### src/rtl/alu_seq_pkg.sv
// Shared types and widths for the ALU sequencing controller.
// Holds the FSM state encoding, datapath field widths, the registered
// datapath-control bundle and the EXEC down-counter load helper.
package alu_seq_pkg;

  localparam int DATA_W = 5;
  localparam int OP_W   = 3;
  localparam int SH_W   = 2;
  localparam int FLAG_W = 4;
  localparam int CNT_W  = 2;

  typedef enum logic [1:0] {
    ST_IDLE  = 2'd0,
    ST_SHIFT = 2'd1,
    ST_EXEC  = 2'd2,
    ST_DONE  = 2'd3
  } state_t;

  // Everything latched on accept and presented to the datapath until the
  // next accept.
  typedef struct packed {
    logic [DATA_W-1:0] a;
    logic [DATA_W-1:0] b;
    logic [OP_W-1:0]   op;
    logic [SH_W-1:0]   bshift;
    logic              dir;
  } dp_ctrl_t;

  // The EXEC counter counts down to zero, so it is loaded with cycles-1.
  function automatic logic [CNT_W-1:0] exec_load(input int unsigned cycles);
    return CNT_W'(cycles - 1);
  endfunction

endpackage

### src/rtl/alu_seq_ctrl.sv
// Purpose: sequences one shift+ALU operation at a time through an external datapath.
// Latency: accept cycle to rsp_valid is 2+EXEC_CYCLES cycles (1+EXEC_CYCLES on a zero-shift skip).
// Backpressure: req_ready only in IDLE; DONE holds rsp_* stable until rsp_ready.
//
// Ports: clk/reset_n (async active-low); req_valid/req_ready with req_a, req_b,
// req_op, req_bshift, req_dir; dp_a/dp_b/dp_ALUControl/dp_bshift/dp_select to the
// datapath, dp_result/dp_flags back from it; rsp_valid/rsp_ready with
// rsp_result/rsp_flags; busy (not IDLE); op_count (completed responses mod 256).
// Optional build macro ALU_SEQ_ZERO_SKIP_EN: an accepted request with
// req_bshift == 0 bypasses SHIFT and goes straight to EXEC.
module alu_seq_ctrl
  import alu_seq_pkg::*;
#(
  parameter int EXEC_CYCLES = 1  // datapath settle cycles in EXEC, 1..4
) (
  input  logic              clk,
  input  logic              reset_n,
  input  logic              req_valid,
  output logic              req_ready,
  input  logic [DATA_W-1:0] req_a,
  input  logic [DATA_W-1:0] req_b,
  input  logic [OP_W-1:0]   req_op,
  input  logic [SH_W-1:0]   req_bshift,
  input  logic              req_dir,
  output logic [DATA_W-1:0] dp_a,
  output logic [DATA_W-1:0] dp_b,
  output logic [OP_W-1:0]   dp_ALUControl,
  output logic [SH_W-1:0]   dp_bshift,
  output logic              dp_select,
  input  logic [DATA_W-1:0] dp_result,
  input  logic [FLAG_W-1:0] dp_flags,
  output logic              rsp_valid,
  input  logic              rsp_ready,
  output logic [DATA_W-1:0] rsp_result,
  output logic [FLAG_W-1:0] rsp_flags,
  output logic              busy,
  output logic [7:0]        op_count
);

  localparam logic [CNT_W-1:0] EXEC_LOAD = exec_load(EXEC_CYCLES);

  state_t            state_q, state_d;
  logic [CNT_W-1:0]  exec_cnt_q, exec_cnt_d;
  dp_ctrl_t          dp_q, dp_d;
  logic [DATA_W-1:0] rsp_result_q, rsp_result_d;
  logic [FLAG_W-1:0] rsp_flags_q, rsp_flags_d;
  logic [7:0]        op_count_q, op_count_d;

  always_ff @(posedge clk or negedge reset_n) begin
    if (!reset_n) begin
      state_q      <= ST_IDLE;
      exec_cnt_q   <= '0;
      dp_q         <= '0;
      rsp_result_q <= '0;
      rsp_flags_q  <= '0;
      op_count_q   <= '0;
    end else begin
      state_q      <= state_d;
      exec_cnt_q   <= exec_cnt_d;
      dp_q         <= dp_d;
      rsp_result_q <= rsp_result_d;
      rsp_flags_q  <= rsp_flags_d;
      op_count_q   <= op_count_d;
    end
  end

  always_comb begin
    state_d      = state_q;
    exec_cnt_d   = exec_cnt_q;
    dp_d         = dp_q;
    rsp_result_d = rsp_result_q;
    rsp_flags_d  = rsp_flags_q;
    op_count_d   = op_count_q;
    req_ready    = 1'b0;
    rsp_valid    = 1'b0;
    busy         = 1'b1;

    unique case (state_q)
      ST_IDLE: begin
        req_ready = 1'b1;
        busy      = 1'b0;
        if (req_valid) begin
          dp_d.a      = req_a;
          dp_d.b      = req_b;
          dp_d.op     = req_op;
          dp_d.bshift = req_bshift;
          dp_d.dir    = req_dir;
          // Counter is armed here so both the SHIFT and skip paths enter
          // EXEC with the same count.
          exec_cnt_d  = EXEC_LOAD;
          state_d     = ST_SHIFT;
`ifdef ALU_SEQ_ZERO_SKIP_EN
          if (req_bshift == '0) state_d = ST_EXEC;
`endif
        end
      end
      ST_SHIFT: begin
        state_d = ST_EXEC;
      end
      ST_EXEC: begin
        if (exec_cnt_q == '0) begin
          rsp_result_d = dp_result;
          rsp_flags_d  = dp_flags;
          state_d      = ST_DONE;
        end else begin
          exec_cnt_d = exec_cnt_q - 1'b1;
        end
      end
      ST_DONE: begin
        rsp_valid = 1'b1;
        if (rsp_ready) begin
          op_count_d = op_count_q + 8'd1;  // wraps silently at 256
          state_d    = ST_IDLE;
        end
      end
      default: begin
        state_d = ST_IDLE;
      end
    endcase
  end

  assign dp_a          = dp_q.a;
  assign dp_b          = dp_q.b;
  assign dp_ALUControl = dp_q.op;
  assign dp_bshift     = dp_q.bshift;
  assign dp_select     = dp_q.dir;
  assign rsp_result    = rsp_result_q;
  assign rsp_flags     = rsp_flags_q;
  assign op_count      = op_count_q;

endmodule

### config.mk
export PLATFORM = sky130hd
export DESIGN_NAME = alu_seq_ctrl
export DESIGN_NICKNAME = d
export VERILOG_FILES = /design/src/rtl/alu_seq_pkg.sv /design/src/rtl/alu_seq_ctrl.sv
export SDC_FILE = /design/constraint.sdc
export NUM_CORES = 1
export LEC_CHECK = 0
export CORE_MARGIN = 8
export CORE_UTILIZATION = 25
export DETAILED_ROUTE_END_ITERATION = 10
export PLACE_DENSITY = 0.57
export REMOVE_ABC_BUFFERS = 1
export SETUP_SLACK_MARGIN = 0.3
export SYNTH_ARGS = -nofsm -noshare
export SYNTH_HDL_FRONTEND = slang
export SYNTH_SLANG_ARGS = --single-unit
### constraint.sdc
create_clock -name clk -period 1.4 [get_ports clk]
set_input_delay 0.28 -clock clk [delete_from_list [all_inputs] [get_ports clk]]
set_output_delay 0.28 -clock clk [all_outputs]
set_load 0.01 [all_outputs]
==> impl_metrics.tcl <==
set metrics [dict create \
    status "finished, violations left" \
    violations "negative setup slack" \
    peakVddDrop_mv 0.9242 \
    place_ws_ps -220.8 \
    fin_worst_skew_ps 7.599 \
    crit_path_end_kind "flip-flop" \
    timing.final.crit_share_pct 112.4 \
    powerDensity_nw_per_um2 2110 \
    period_minus_slack_ps 1573 \
    root_buffer "clkbuf_8" \
    ys_types 25 \
    netlist_area_um2 1579 \
    layout-drive-gt1-share_pct 60.89 \
    placed_cell_area_um2 2462 \
    synth-seq-cells 37 \
    ant_nets 0 \
    tns_ps -1948 \
    slew_violations 0 \
    insertion_delay_ps 290 \
    io_buffers 64 \
    numCtsBuffers 5 \
    htree_levels 2 \
    initial_core_util_pct 25.30 \
    layout_commonest_cell "dfrtp_1" \
    track_usage_pct 9.654 \
    first_iter_violations 16 \
    die_area_um2 9115 \
    ios 65 \
    grt_max_degree 24 \
    clk_pin_slew_ps 80 \
    wirelength_mm 4.606 \
    p_leak_nw 1.467 \
    synth_warnings 0 \
    yosys.area.top_type_share_pct 58.64 \
    fmax_mhz 635.7 \
    timing.hold.ws_ps 437.2 \
    rsz0062_at_grt "yes" \
    hpwlAfterDp_mm 3.007 \
    grt_pass1_wl_mm 6.831 \
    nFillCells 581 \
    chipWidth_um 95.48 \
    die_y_um 95.48 \
    drc 0 \
    drt-pass1-iter-count 3 \
    setup_viol 33 \
    stdcell_area_um2 2933 \
    postSynthCellCount 113 \
    area_growth_pct 85.74 \
    overflow 0 \
    crit_type "flip-flop to flip-flop" \
    cts.path.max_buffers 2 \
    place_inst 271 \
    finalHoldViolCount 0 \
    nets 258 \
    core_area_um2 6241 \
    cts_tree "yes" \
    timing.rr.start "state_q[1]" \
    place.gp.congestion 0.7436 \
    critical_path_arrival_ps 1750 \
    ys_seq_area_share_pct 58.64 \
    final_core_util_pct 46.99 \
    cp_max_fo 3 \
    cp_data_required_time_ps 1580 \
    num_vias 1288 \
    grt_pass1_vias 1297 \
    floorplan.rows 29 \
    wl_per_cell_um 15.25 \
    power_mw 6.188 \
    min-delay-path-class "input port to async pin" \
    yosysTopAreaCell "dfrtp_1" \
    setup_ws_ps -173.1 \
    tightest_slew_ps 382.4 \
    rrSetupSlack_ps -170 \
    cts_sinks 37 \
    avgSynthCellArea_um2 13.97 \
    rr_worst_depth 5 \
    synth_area_leaders "dfrtp_1, mux2_2, ha_1" \
    insertedDiodeCount 0 \
    startpoint "state_q[1]" \
    routed_via_density 4.265 \
    final_cell_mix "dfrtp_1, clkdlybuf4s50_1, buf_2, buf_4, mux2_4" \
    worst_setup_path_start_kind "flip-flop" \
    max_slew_margin_pct 74.51 \
    cap_violations 0 \
    antenna_found_initial 0 \
    instances_no_fill 302 \
]
timing repair:
action | 4_1_cts | 5_1_grt
buffers inserted | 12 | 8
resized for setup | 163 | 61
gates cloned | 2 | 0
hold endpoints to repair | 14 | 0
pin swaps | 11 | 10
hold buffers | 1 | 0
setup endpoints to repair | 73 | 69
area by class of cell:
| class | count | area, µm² | share of cell area (%) |
|---|---|---|---|
| Clock buffer | 7 | 96.34 | 3.285 |
| Clock inverter | 1 | 5.005 | 0.1706 |
| Inverter | 8 | 30.03 | 1.024 |
| Multi-Input combinational cell | 67 | 864.6 | 29.48 |
| Sequential cell | 37 | 927.1 | 31.61 |
| Tap cell | 77 | 96.34 | 3.285 |
| Timing Repair Buffer | 105 | 913.4 | 31.14 |
synthesized netlist by cell type (all sizes together):
library cell  count
a21oi             1
a221oi            1
and2              1
and2b             1
buf               2
dfrtp            37
ha                5
inv               8
mux2             27
mux2i             2
nand2             6
nand3             2
nand4             2
nor2              5
nor3              2
o21ai             1
o221ai            1
o2bb2ai           1
or2               1
xnor2             2
xor2              5
registers in the layout, summed over array words and instances, names as in the netlist:
signal and cells:
op_count 8, dp_a 5, dp_b 5, rsp_result 5, rsp_flags 4, dp_ALUControl 3, dp_bshift 2, exec_cnt_q 2
state_q 2, dp_select 1
per-layer routing:
layer	vias up	track usage, %	share of wire, %
li1	611	-	-
met1	643	12.43	43
met2	29	15.07	50
met3	5	2.047	5.0
met4	0	4.609	1.7
met5	-	0	0
path summary, 6_finish.rpt:
check,endpoint
min in group clk,rsp_result[0]
max,state_q[1]
max in group asynchronous,state_q[1]
max reg2reg,state_q[1]
min reg2reg,rsp_result[0]
min,dp_ALUControl[2]
logic make-up after synthesis:
kind of cell / count (synthesis) / share of synthesized area (%)
buffers and inverters: 10 / 2.932
xor gates and xnor gates: 7 / 3.883
muxes: 29 / 20.76
adders and majority gates: 5 / 3.962
AOI/OAI and AO/OA: 5 / 3.407
DFF: 37 / 58.64
and+or+nand+nor: 20 / 6.419
report_power, final:
part	total, mW	switching [mW]	leakage, nW	internal [mW]
combinational	3.53	1.37	0.964	2.16
sequential	1.83	0.279	0.449	1.55
clock	0.831	0.386	0.0542	0.445
total	6.19	2.03	1.47	4.15
worst max-delay path: stages (launching register included):
cell,delay (ps)
dfrtp_2,440
buf_6,120
buf_6,110
ha_4,170
a221oi_4,300
mux2_4,320
(Power assumes the default switching activity.)
